**src/rtl/pipibibs_rom_fetch.sv**
```systemverilog
// 68K program-ROM fetch adaptor: direct-mapped one-word-per-line cache in front of an
// SDRAM bank port, issuing one read handshake per miss plus an optional next-word prefetch.
module pipibibs_rom_fetch #(
  parameter int          ADDR_W      = 17,
  parameter int          LINES       = 8,
  parameter logic [21:0] BANK_OFFSET = 22'h000000,
  parameter bit          PREFETCH    = 1'b1
) (
  input  logic              CLK,
  input  logic              RESET_N,
  input  logic              CPU_CS,
  input  logic [ADDR_W-1:0] CPU_ADDR,
  output logic [15:0]       CPU_DOUT,
  output logic              CPU_OK,
  input  logic              INVALIDATE,
  output logic [21:0]       BA_ADDR,
  output logic              BA_RD,
  input  logic              BA_ACK,
  input  logic              BA_RDY,
  input  logic [15:0]       DATA_READ
);

  localparam int IDX_W = $clog2(LINES);
  localparam int TAG_W = ADDR_W - IDX_W;

  typedef enum logic [2:0] {
    ST_IDLE  = 3'd0,
    ST_REQ   = 3'd1,
    ST_WAIT  = 3'd2,
    ST_PREQ  = 3'd3,
    ST_PWAIT = 3'd4
  } state_t;

  state_t            state_r;
  logic [LINES-1:0]  valid_r;
  logic [TAG_W-1:0]  tag_r  [LINES];
  logic [15:0]       data_r [LINES];
  logic [ADDR_W-1:0] fetch_addr_r;

  logic [IDX_W-1:0]  cpu_idx_s;
  logic [IDX_W-1:0]  fill_idx_s;
  logic [IDX_W-1:0]  next_idx_s;
  logic [ADDR_W-1:0] next_addr_s;
  logic              hit_s;
  logic              next_hit_s;
  logic              fill_done_s;
  logic              pf_go_s;

  function automatic logic [IDX_W-1:0] line_of(input logic [ADDR_W-1:0] a);
    return a[IDX_W-1:0];
  endfunction

  function automatic logic [TAG_W-1:0] tag_of(input logic [ADDR_W-1:0] a);
    return a[ADDR_W-1:IDX_W];
  endfunction

  // Lookup, fill-completion and prefetch-decision terms.
  always_comb begin
    cpu_idx_s   = line_of(CPU_ADDR);
    fill_idx_s  = line_of(fetch_addr_r);
    next_addr_s = fetch_addr_r + ADDR_W'(1'b1);
    next_idx_s  = line_of(next_addr_s);
    hit_s       = (state_r == ST_IDLE) && valid_r[cpu_idx_s] &&
                  (tag_r[cpu_idx_s] == tag_of(CPU_ADDR)) && !INVALIDATE;
    next_hit_s  = valid_r[next_idx_s] && (tag_r[next_idx_s] == tag_of(next_addr_s));
    // Same-cycle ack+ready in a request state counts as a completed read.
    fill_done_s = BA_RDY && ((state_r == ST_WAIT) || (state_r == ST_PWAIT) ||
                  (((state_r == ST_REQ) || (state_r == ST_PREQ)) && BA_ACK));
    pf_go_s     = PREFETCH && ((state_r == ST_REQ) || (state_r == ST_WAIT)) &&
                  (fetch_addr_r != {ADDR_W{1'b1}}) && !next_hit_s && !INVALIDATE;
  end

  assign CPU_OK   = CPU_CS & hit_s;
  assign CPU_DOUT = data_r[cpu_idx_s];

  // Cache line storage: fill on read return, flash-clear of valid bits on invalidate.
  always_ff @(posedge CLK or negedge RESET_N) begin
    if (!RESET_N) begin
      valid_r <= '0;
      for (int i = 0; i < LINES; i++) begin
        tag_r[i]  <= '0;
        data_r[i] <= 16'h0000;
      end
    end else begin
      if (fill_done_s && !INVALIDATE) begin
        valid_r[fill_idx_s] <= 1'b1;
        tag_r[fill_idx_s]   <= tag_of(fetch_addr_r);
        data_r[fill_idx_s]  <= DATA_READ;
      end
      if (INVALIDATE) begin
        valid_r <= '0;
      end
    end
  end

  // Request FSM with registered SDRAM request outputs.
  always_ff @(posedge CLK or negedge RESET_N) begin
    if (!RESET_N) begin
      state_r      <= ST_IDLE;
      BA_RD        <= 1'b0;
      BA_ADDR      <= 22'h000000;
      fetch_addr_r <= '0;
    end else begin
      case (state_r)
        ST_IDLE: begin
          if (CPU_CS && !hit_s && !INVALIDATE) begin
            fetch_addr_r <= CPU_ADDR;
            BA_RD        <= 1'b1;
            BA_ADDR      <= BANK_OFFSET + 22'(CPU_ADDR);
            state_r      <= ST_REQ;
          end
        end
        ST_REQ: begin
          if (BA_ACK) begin
            BA_RD   <= 1'b0;
            state_r <= ST_WAIT;
          end
        end
        ST_PREQ: begin
          if (BA_ACK) begin
            BA_RD   <= 1'b0;
            state_r <= ST_PWAIT;
          end
        end
        ST_WAIT, ST_PWAIT: begin
          state_r <= state_r;
        end
        default: begin
          BA_RD   <= 1'b0;
          state_r <= ST_IDLE;
        end
      endcase
      // Completion overrides the per-state update above (covers ack+ready together).
      if (fill_done_s) begin
        if (pf_go_s) begin
          fetch_addr_r <= next_addr_s;
          BA_RD        <= 1'b1;
          BA_ADDR      <= BANK_OFFSET + 22'(next_addr_s);
          state_r      <= ST_PREQ;
        end else begin
          state_r <= ST_IDLE;
        end
      end
    end
  end

endmodule

```
**config.mk**
```make
export PLATFORM = sky130hd
export DESIGN_NAME = pipibibs_rom_fetch
export DESIGN_NICKNAME = d
export VERILOG_FILES = /design/src/rtl/pipibibs_rom_fetch.sv
export SDC_FILE = /design/constraint.sdc
export NUM_CORES = 1
export LEC_CHECK = 0
export ABC_AREA = 0
export BUFFER_PORTS_ARGS = -buffer_cell sky130_fd_sc_hd__buf_2
export CORE_ASPECT_RATIO = 1.1
export CORE_MARGIN = 5
export CORE_UTILIZATION = 55
export DETAILED_ROUTE_END_ITERATION = 8
export PLACE_DENSITY_LB_ADDON = 0.05
export SLEW_MARGIN = 0
export SYNTH_ARGS = -nofsm -noshare
export SYNTH_HDL_FRONTEND = slang
export SYNTH_SLANG_ARGS = --single-unit
```
**constraint.sdc**
```tcl
create_clock -name CLK -period 4.2 [get_ports CLK]
set_input_delay 0.21 -clock CLK [delete_from_list [all_inputs] [get_ports CLK]]
set_output_delay 0.21 -clock CLK [all_outputs]
set_load 0.005 [all_outputs]
```
Word level (Yosys, flattened, before mapping)
Cells that the tools add are included.
Operators by class
  add/subtract/negate cells: 1
  magnitude comparators: 8
  equal/unequal tests: 11
  mux-type cells: 42
  bitwise gates (word level): 5
  reduce and logical (&&, ||, !) cells: 26
Operators with widths (number)
  128-bit bitwise mux: 1
  112-bit bitwise mux: 1
  22-bit 2-to-1 mux: 4
  14-bit binary-select mux with 3-bit select: 2
  14-bit 2-to-1 mux: 5
  17-bit 2-to-1 mux: 4
  16-bit binary-select mux with 3-bit select: 1
  16-bit demux with 3-bit select: 1
  16-bit 2-to-1 mux: 3
  14-bit demux with 3-bit select: 1
  14-bit == test: 2
  17-bit by 1-bit adder with 17-bit output (second input constant): 1
  17-bit inequality test (second input constant): 1
  8-bit 2-to-1 mux: 2
  1-bit logical AND: 14
  4-bit greater-or-equal comparator (second input constant): 3
  3-bit by 4-bit < comparator with 1-bit output (second input constant): 3
  3-bit 2-to-1 mux: 4
  3-bit inverter with 4-bit output: 3
  3-bit case mux with 4 select lines: 1
  8-bit bitwise OR: 1
  1-bit 2-to-1 mux: 7
  1-bit binary-select mux with 3-bit select: 2
  3-bit by 2-bit == test with 1-bit output (second input constant): 2
  other kinds (17): 24
Storage, ports and cells
  flip-flop bits (word level): 291
  input bits: 39
  output and inout bits: 40
  logic and storage cells: 114

Logic depth before layout (Yosys ltp)
Gate-level depths: netlist of the first run.
  word-level depth: 14
  mapped depth: 16
  depth with buffers taken out: 13

Least setup slack after synthesis of the first run
No wires, ideal clock.
  path type: reg2reg
  from: reg fetch_addr_r[0]
  to: reg fetch_addr_r[0]
  setup time: 0.120 ns
  arrival: 3.387 ns
  slack: 0.693 ns
  cell stages (with the launch flop): 16
  buffers on the path: 2
  path through: dfrtp_1 -> ha_1 -> clkbuf_1 -> nand3_1 -> nor3_1 -> and3_1 -> ha_1 -> inv_1 -> o221ai_1 -> a221o_1 -> a2111oi_2 -> nand4_1 -> o21ai_2 -> buf_2 -> o22ai_1 -> a31o_2
Between the ends
  longest elaborated chain between the ends: 12
RTL lines
  start: declaration: line 38  | logic [ADDR_W-1:0] fetch_addr_r;
  start signal: assignment: line 136  | fetch_addr_r <= next_addr_s;
  17-bit by 1-bit adder with 17-bit output: line 61  | next_addr_s = fetch_addr_r + ADDR_W'(1'b1);
  3-bit inverter with 4-bit output (not written as such): line 65  | next_hit_s = valid_r[next_idx_s] && (tag_r[next_idx_s] == tag_of(next_addr_s));
  14-bit binary-select mux with 3-bit select: line 65
  14-bit 2-to-1 mux (not written as such) (2 in series): line 65
  14-bit == test: line 65
  1-bit logical AND: line 65
  1-bit zero test: line 70  | (fetch_addr_r != {ADDR_W{1'b1}}) && !next_hit_s && !INVALIDATE;
  1-bit logical AND (2 in series): line 70
  17-bit 2-to-1 mux: line 135  | if (pf_go_s) begin
  17-bit 2-to-1 mux (*): line 134  | if (fill_done_s) begin
Every way passes the cells marked *; elsewhere a longest branch is shown, timed or not. The select of a mux whose other input is x is not followed.
A chain may end at the register's enable or synchronous reset.

Worst setup path in the final report of the first run
  from: reg fetch_addr_r[1]
  to: reg fetch_addr_r[4]
Between the ends
  longest elaborated chain between the ends: 12
RTL lines (line)
  17-bit by 1-bit adder with 17-bit output: 61
  3-bit inverter with 4-bit output (not written as such): 65
  14-bit binary-select mux with 3-bit select: 65
  14-bit 2-to-1 mux (not written as such) (2 in series): 65
  14-bit == test: 65
  1-bit logical AND: 65
  1-bit zero test: 70
  1-bit logical AND (2 in series): 70
  17-bit 2-to-1 mux (*): 135
  17-bit 2-to-1 mux (*): 134
Marked as above.

==> parameters.txt, run 1 <==
Parameter                              Value

Status
  Outcome    finished clean

Synth
  Most used flip-flop cell after synthesis    dfrtp_1
  Register bit count reported by yosys    291
  Number of different library cells in the post-synthesis netlist    58
  Number of synthesized flops with an enable pin    0
  Mean post-synth cell area    13.60 sq um
  Synth warnings    0
  Synth async-reset ratio    100.0%
  Gate Count Post-Synth    1,108
  Register area share after synthesis    48.34%
  Synth Net Count    1,149
  Dominant cell by count in the synthesized netlist    dfrtp_1
  Area share of the largest cell type after synthesis    48.34%
  Leading cell types by count after synthesis    dfrtp_1, mux2_2, mux2i_1, mux4_2, clkbuf_1
  Cell Area, Synth    15,060 sq um
  Cells taking the most area after synthesis    dfrtp_1, mux2_2, mux4_2, mux2i_1, xnor2_1
  Leading area contributor after synthesis    dfrtp_1

Die
  Number of top-level pins    79
  Standard-cell rows    63
  Area of the placeable core    26,960 sq um
  Die height    183.6 um
  DIE AREA    30,800 sq um
  Die Width    167.8 um
  Starting Density    55.88%

Hold path
  Hold_sp    CPU_ADDR[11]
  Worst min-delay path category    input pin to flop
  Cell depth of the worst hold path    3
  Hold endpoint    BA_ADDR[11]

Global routing
  Number of antenna violations at the first check in global routing    0
  Congestion Overflow GR    0
  Maximum number of pins on one net before global-route repair    ~110
  Wire length of the first global-routing pass    59.90 mm
  Vias in the first global route    around 10,000
  Total global-route track usage    24.57%

Pwr
  Sequential fraction of design power    39.6%
  Clock Power Share    21.1%
  Cell internal pwr    0.008155 W
  Static power due to leakage    approximately 8.1 nW
  Max IR drop VDD    between 300 and 400 uV
  Sw Ratio    34.18%
  Switching component of the power    0.004236 W
  Power per Cell Area    723.2 nW/um^2
  Share of power burned in combinational logic    between 30% and 40%
  PnR Total Power    between 0.01 and 0.015 W

Worst setup path
  Startpoint of the worst register-to-register path    fetch_addr_r[1]
  Slack of the worst reg-to-reg path    0.36 ns
  Type of origin of the critical path    flop
  Crit path required time    4.64 ns
  Type of the setup path with the least slack    flop to flop
  Nature of the critical path endpoint    flop
  Arr. time, crit path    approximately 4.3 ns
  Highest fanout seen on the critical path    21
  Depth of the most critical reg-to-reg path    11
  Endpoint of the most critical register-to-register path    fetch_addr_r[4]

Finish
  Diode insertion count for antenna repair    0
  Share of final-layout standard cells stronger than drive strength 1    40.81%
  Final layout net count    1,234
  Final std cells w/o fill    ~1,600
  Count of fill cells added during filler insertion    2,130
  Area growth, synth to finish    13.73%
  Core utilization of the finished layout    63.55%

Detailed routing
  Count of nets left with antenna violations after detail routing    0
  Number of optimization iterations in the first detailed-route pass    5
  Via density per instance    6.110
  Drt first-iter violations    between 600 and 700
  # DRC    0
  Average routed wire per standard cell    23.63 um
  Final routed wirelength across all metal layers    37.11 mm
  Vias    9,592

Timing
  Fin crit period    3.840 ns
  Setup skew after layout    ~0.013 ns
  Post-route setup TNS    0 ns
  Final number of max-transition violations    0
  Post-route clock period utilization    91.44%
  Tightest slew margin relative to the limit    between 20% and 30%
  RSZ-0062 raised after global routing    no
  Hold Fails Final Rpt    0
  Transition time at the pin with the least slew margin    roughly 1.1 ns
  Setup violation total in the final timing report    0
  Fmax    about 0.26 GHz

Placement
  DPL Wire Length    24.04 mm
  Cell count after placement    1,489
  Final weighted congestion of routability-driven global placement    0.8967
  Count of input and output buffers    78

Clocking
  Sink Count    around 290
  Clock edge transition at the registers on the reported setup and hold paths    approximately 0.06 ns
  Total CTS buffers    31
  Source-to-sink clock delay at the later pin of the worst-skew pair    approximately 0.56 ns
  Number of buffers between clock root and the deepest sink    3
  H-tree Lvls    1
  TritonCTS clock tree    built
  Cell at the root of the clock tree    clkbuf_16

Flow run
  Max-cap violations    0
## worst max-delay path, cell delays in order (launching register included)
cell       delay (ns)
dfrtp_1          0.53
ha_2             0.37
xnor2_1          0.63
nand2_1          0.12
a32o_1           0.28
or3_1            0.36
a2111oi_2        0.37
nand4_1          0.21
o21ai_4          0.26
buf_4            0.31
mux2i_1          0.11
o21a_1           0.18
## stage by stage
stage | cell area [sq um] | setup WS [ns] | hold slack, ns
finish | 17130 | 0.3597 | 0.02902
global route | 17130 | 0.04706 | 0.03596
CTS | 17130 | 0.3230 | 0.001282
detailed placement | 15880 | 0.3432 | 0.2665
global placement | 15880 | 0.3756 | 0.2622
floorplan | 15060 | 0.6932 | -0.08559
## sequential cells by signal, summed over array words and instances (netlist names)
name and count:
data_r 128, tag_r 112, valid_r 8, BA_ADDR 22, state_r 3, BA_RD 1, fetch_addr_r 17
## final cells by class
class | count | area, sq um | share of cell area [%]
multi-input combinational | 714 | 7366 | 42.99
clock buffer | 44 | 894.6 | 5.222
clock inverter | 9 | 73.82 | 0.4309
inverter | 15 | 56.30 | 0.3286
tap | 357 | 446.7 | 2.607
timing repair buffer | 140 | 1013 | 5.915
sequential | 291 | 7282 | 42.50
## power by group through the flow
stage	registers (W)	clock network (W)	logic [W]
3_5_place_dp	0.00493	0	0.00486
3_3_place_gp	0.00490	0	0.00477
6_report	0.00491	0.00261	0.00487
5_1_grt	0.00506	0.00279	0.00531
4_1_cts	0.00490	0.00266	0.00490
2_1_floorplan	0.00450	0	0.00384
## what timing repair did
action | 4_1_cts | 5_1_grt
setup buffers | 0 | 0
hold buffers | 28 | 0
resized for setup | 0 | 0
endpoints found under the hold margin | 231 | 0
## layer usage
layer  up-vias  track usage [%]  wire (um)
met1      4974            33.55      15800
met2       253            40.59      18100
li1       4289                -          -
met3        76            4.108       2008
met4         0            8.084       1199
met5         -                0          0
## worst max-delay path by stage
stage	start	endpoint	slack (ns)	cells after the start
4_1_cts	fetch_addr_r[1]	fetch_addr_r[4]	0.32	11
2_1_floorplan	fetch_addr_r[0]	fetch_addr_r[0]	0.69	15
3_5_place_dp	fetch_addr_r[1]	fetch_addr_r[4]	0.34	11
5_1_grt	fetch_addr_r[1]	fetch_addr_r[4]	0.05	14
3_3_place_gp	fetch_addr_r[1]	fetch_addr_r[4]	0.38	11
6_report	fetch_addr_r[1]	fetch_addr_r[4]	0.36	11
## cell families (layout without fill, tap and decap cells)
family                   Yosys count  count (layout)  share of synthesized area (%)
flip-flops                       291             291                          48.34
multiplexers                     430             430                          36.45
AND/OR/NAND/NOR                  148             148                          5.083
AO/OA/AOI/OAI                     89              89                          4.128
buffers and inverters            103             208                          2.998
adder cells (fa/ha/maj)            2               2                         0.1661
XOR/XNOR                          45              45                          2.832
## placed cells by master (no fill, tap or decap), types with 11 or more instances in the layout
master,instances
a21oi_1,14
a22oi_1,12
buf_2,76
buf_4,29
clkbuf_16,31
dfrtp_1,291
dlygate4sd3_1,28
inv_1,14
mux2_2,249
mux2i_1,111
mux4_2,70
nand2_1,38
nand3_1,11
nor2_1,29
o21ai_0,21
xnor2_1,22
xor2_1,21
Note: power is estimated with default switching activity, not from simulation.
==> run 2, diff against run 1 <==
HOLD_SLACK_MARGIN = 0.08   (was not set)
==> parameters.txt, run 2 (synthesized netlist as in run 1, its figures left out) <==
Parameter                              Value

Status
  Outcome    finished clean

Placement
  DPL Wire Length    24.04 mm
  Cell count after placement    1,489
  Count of input and output buffers    78
  Final weighted congestion of routability-driven global placement    0.8967

Clocking
  Source-to-sink clock delay at the later pin of the worst-skew pair    roughly 0.56 ns
  Number of buffers between clock root and the deepest sink    3
  H-tree Lvls    1
  TritonCTS clock tree    built
  Cell at the root of the clock tree    clkbuf_16
  Sink Count    291
  Total CTS buffers    31
  Clock edge transition at the registers on the reported setup and hold paths    0.06 ns

Hold path
  Worst min-delay path category    input pin to flop
  Cell depth of the worst hold path    3
  Hold_sp    CPU_ADDR[0]
  Hold endpoint    BA_ADDR[0]

Timing
  Setup skew after layout    approximately 0.013 ns
  Post-route setup TNS    0 ns
  Hold Fails Final Rpt    0
  Fmax    0.2588 GHz
  Fin crit period    3.864 ns
  RSZ-0062 raised after global routing    no
  Transition time at the pin with the least slew margin    1.125 ns
  Post-route clock period utilization    92.01%
  Setup violation total in the final timing report    0
  Tightest slew margin relative to the limit    24.75%
  Final number of max-transition violations    0

Die
  DIE AREA    30,800 sq um
  Standard-cell rows    between 60 and 70
  Number of top-level pins    79
  Die height    between 150 and 200 um
  Die Width    between 150 and 200 um
  Starting Density    55.88%
  Area of the placeable core    26,960 sq um

Detailed routing
  Highest metal layer with signal wires    met4
  Final routed wirelength across all metal layers    37.28 mm
  Count of nets left with antenna violations after detail routing    0
  Met3 wirelength from detailed routing    1.995 mm
  # DRC    0
  Via density per instance    a little over 6
  Drt first-iter violations    662
  Average routed wire per standard cell    23.64 um
  Routed length on met2    18.10 mm
  Vias    9,615
  Number of optimization iterations in the first detailed-route pass    5
  DRT met1 WL    15.98 mm

Finish
  Top flop regs    data_r: 128 flops, tag_r: 112 flops, BA_ADDR: 22 flops
  Core utilization of the finished layout    a little under two thirds
  Final layout net count    1,241
  Top library cells by usage in the layout, fill and taps aside    dfrtp_1, mux2_2, mux2i_1
  Diode insertion count for antenna repair    0
  Most flop-heavy register    data_r
  Leading cell type in the layout, fill and taps excluded    dfrtp_1
  Count of fill cells added during filler insertion    about 2,100
  Area growth, synth to finish    14.19%
  Share of final-layout standard cells stronger than drive strength 1    between 40% and 50%
  Final std cells w/o fill    1,577
  Flip-flop count of the largest register, all copies and words added    128

Worst setup path
  Highest fanout seen on the critical path    21
  Depth of the most critical reg-to-reg path    12
  Startpoint of the worst register-to-register path    fetch_addr_r[1]
  Type of the setup path with the least slack    flop to flop
  Worst setup path start    fetch_addr_r[1]
  Crit-path cells    ha_2 > xor2_4 > buf_4 > mux2i_1 > a32o_1 > or3_1 > a2111oi_2 > nand4_1 > o21ai_4 > buf_4 > mux2i_1 > o21a_1
  Crit-path slowest cell    dfrtp_1
  Critical path's largest stage delay    0.60 ns
  Slack of the worst reg-to-reg path    roughly 0.34 ns
  Arr. time, crit path    4.31 ns
  Endpoint of the most critical register-to-register path    fetch_addr_r[4]
  Type of origin of the critical path    flop
  Crit path required time    roughly 4.6 ns
  Nature of the critical path endpoint    flop

Global routing
  Vias in the first global route    10,296
  Maximum number of pins on one net before global-route repair    107
  Congestion Overflow GR    0
  Number of antenna violations at the first check in global routing    0
  Total global-route track usage    24.63%
  Wire length of the first global-routing pass    roughly 60 mm

Pwr
  Cell internal pwr    0.008160 W
  Clock Power Share    21.1%
  Sequential fraction of design power    39.6%
  Static power due to leakage    ~8 nW
  PnR Total Power    about 0.012 W
  Power per Cell Area    around 720 nW/um^2
  Max IR drop VDD    396.9 uV
  Sw Ratio    34.26%
  Switching component of the power    between 0.004 and 0.005 W
  Share of power burned in combinational logic    39.4%

Flow run
  Max-cap violations    0
run 2: final cells by class:
class / count / area, sq um / area share (%)
inverters: 15 / 56.30 / 0.3273
clock buffers: 44 / 894.6 / 5.200
clock inverters: 9 / 73.82 / 0.4291
flip-flops and latches: 291 / 7282 / 42.33
repair buffers: 147 / 1084 / 6.299
well taps: 357 / 446.7 / 2.597
multi-input cells: 714 / 7366 / 42.82
run 2: through the flow:
stage	hold WS (ns)	setup WS, ns	area, sq um
after floorplan	-0.08559	0.6932	15060
after global placement	0.2622	0.3756	15880
after detailed placement	0.2665	0.3432	15880
after CTS	0.1755	0.3230	17200
after global routing	0.2066	0.04706	17200
final	0.1883	0.3356	17200
run 2: how the worst max path moves through the flow:
stage / endpoint / slack, ns / cells past startpoint
after floorplan: fetch_addr_r[0] / 0.69 / 15
after global placement: fetch_addr_r[4] / 0.38 / 11
after detailed placement: fetch_addr_r[4] / 0.34 / 11
after CTS: fetch_addr_r[4] / 0.32 / 11
after global routing: fetch_addr_r[4] / 0.05 / 14
final: fetch_addr_r[4] / 0.34 / 12
run 2: worst max-delay path, delay by kind of cell (launching register included):
kind	cells	cell delay (ns)
compound gates	4	1.03
xor+xnor	1	0.29
fa+ha+maj	1	0.50
buf+inv	2	0.55
flops	1	0.60
mux	2	0.21
simple gates	2	0.57
run 2: power groups by stage:
stage / sequential, W / clock, W / combinational [W]
after CTS: 0.00490 / 0.00266 / 0.00491
after global routing: 0.00506 / 0.00279 / 0.00532
after floorplan: 0.00450 / 0 / 0.00384
after detailed placement: 0.00493 / 0 / 0.00486
final: 0.00491 / 0.00261 / 0.00489
after global placement: 0.00490 / 0 / 0.00477
run 2: routing by layer:
layer / track usage [%] / vias up
li1: - / 4297
met1: 33.65 / 4986
met2: 40.77 / 258
met3: 4.022 / 74
met4: 8.084 / 0
met5: 0 / -
run 2: repair_timing:
action	in CTS	in global routing
hold buffers	35	0
setup buffers	0	0
endpoints found under the hold margin	255	0
gates resized for setup	0	0
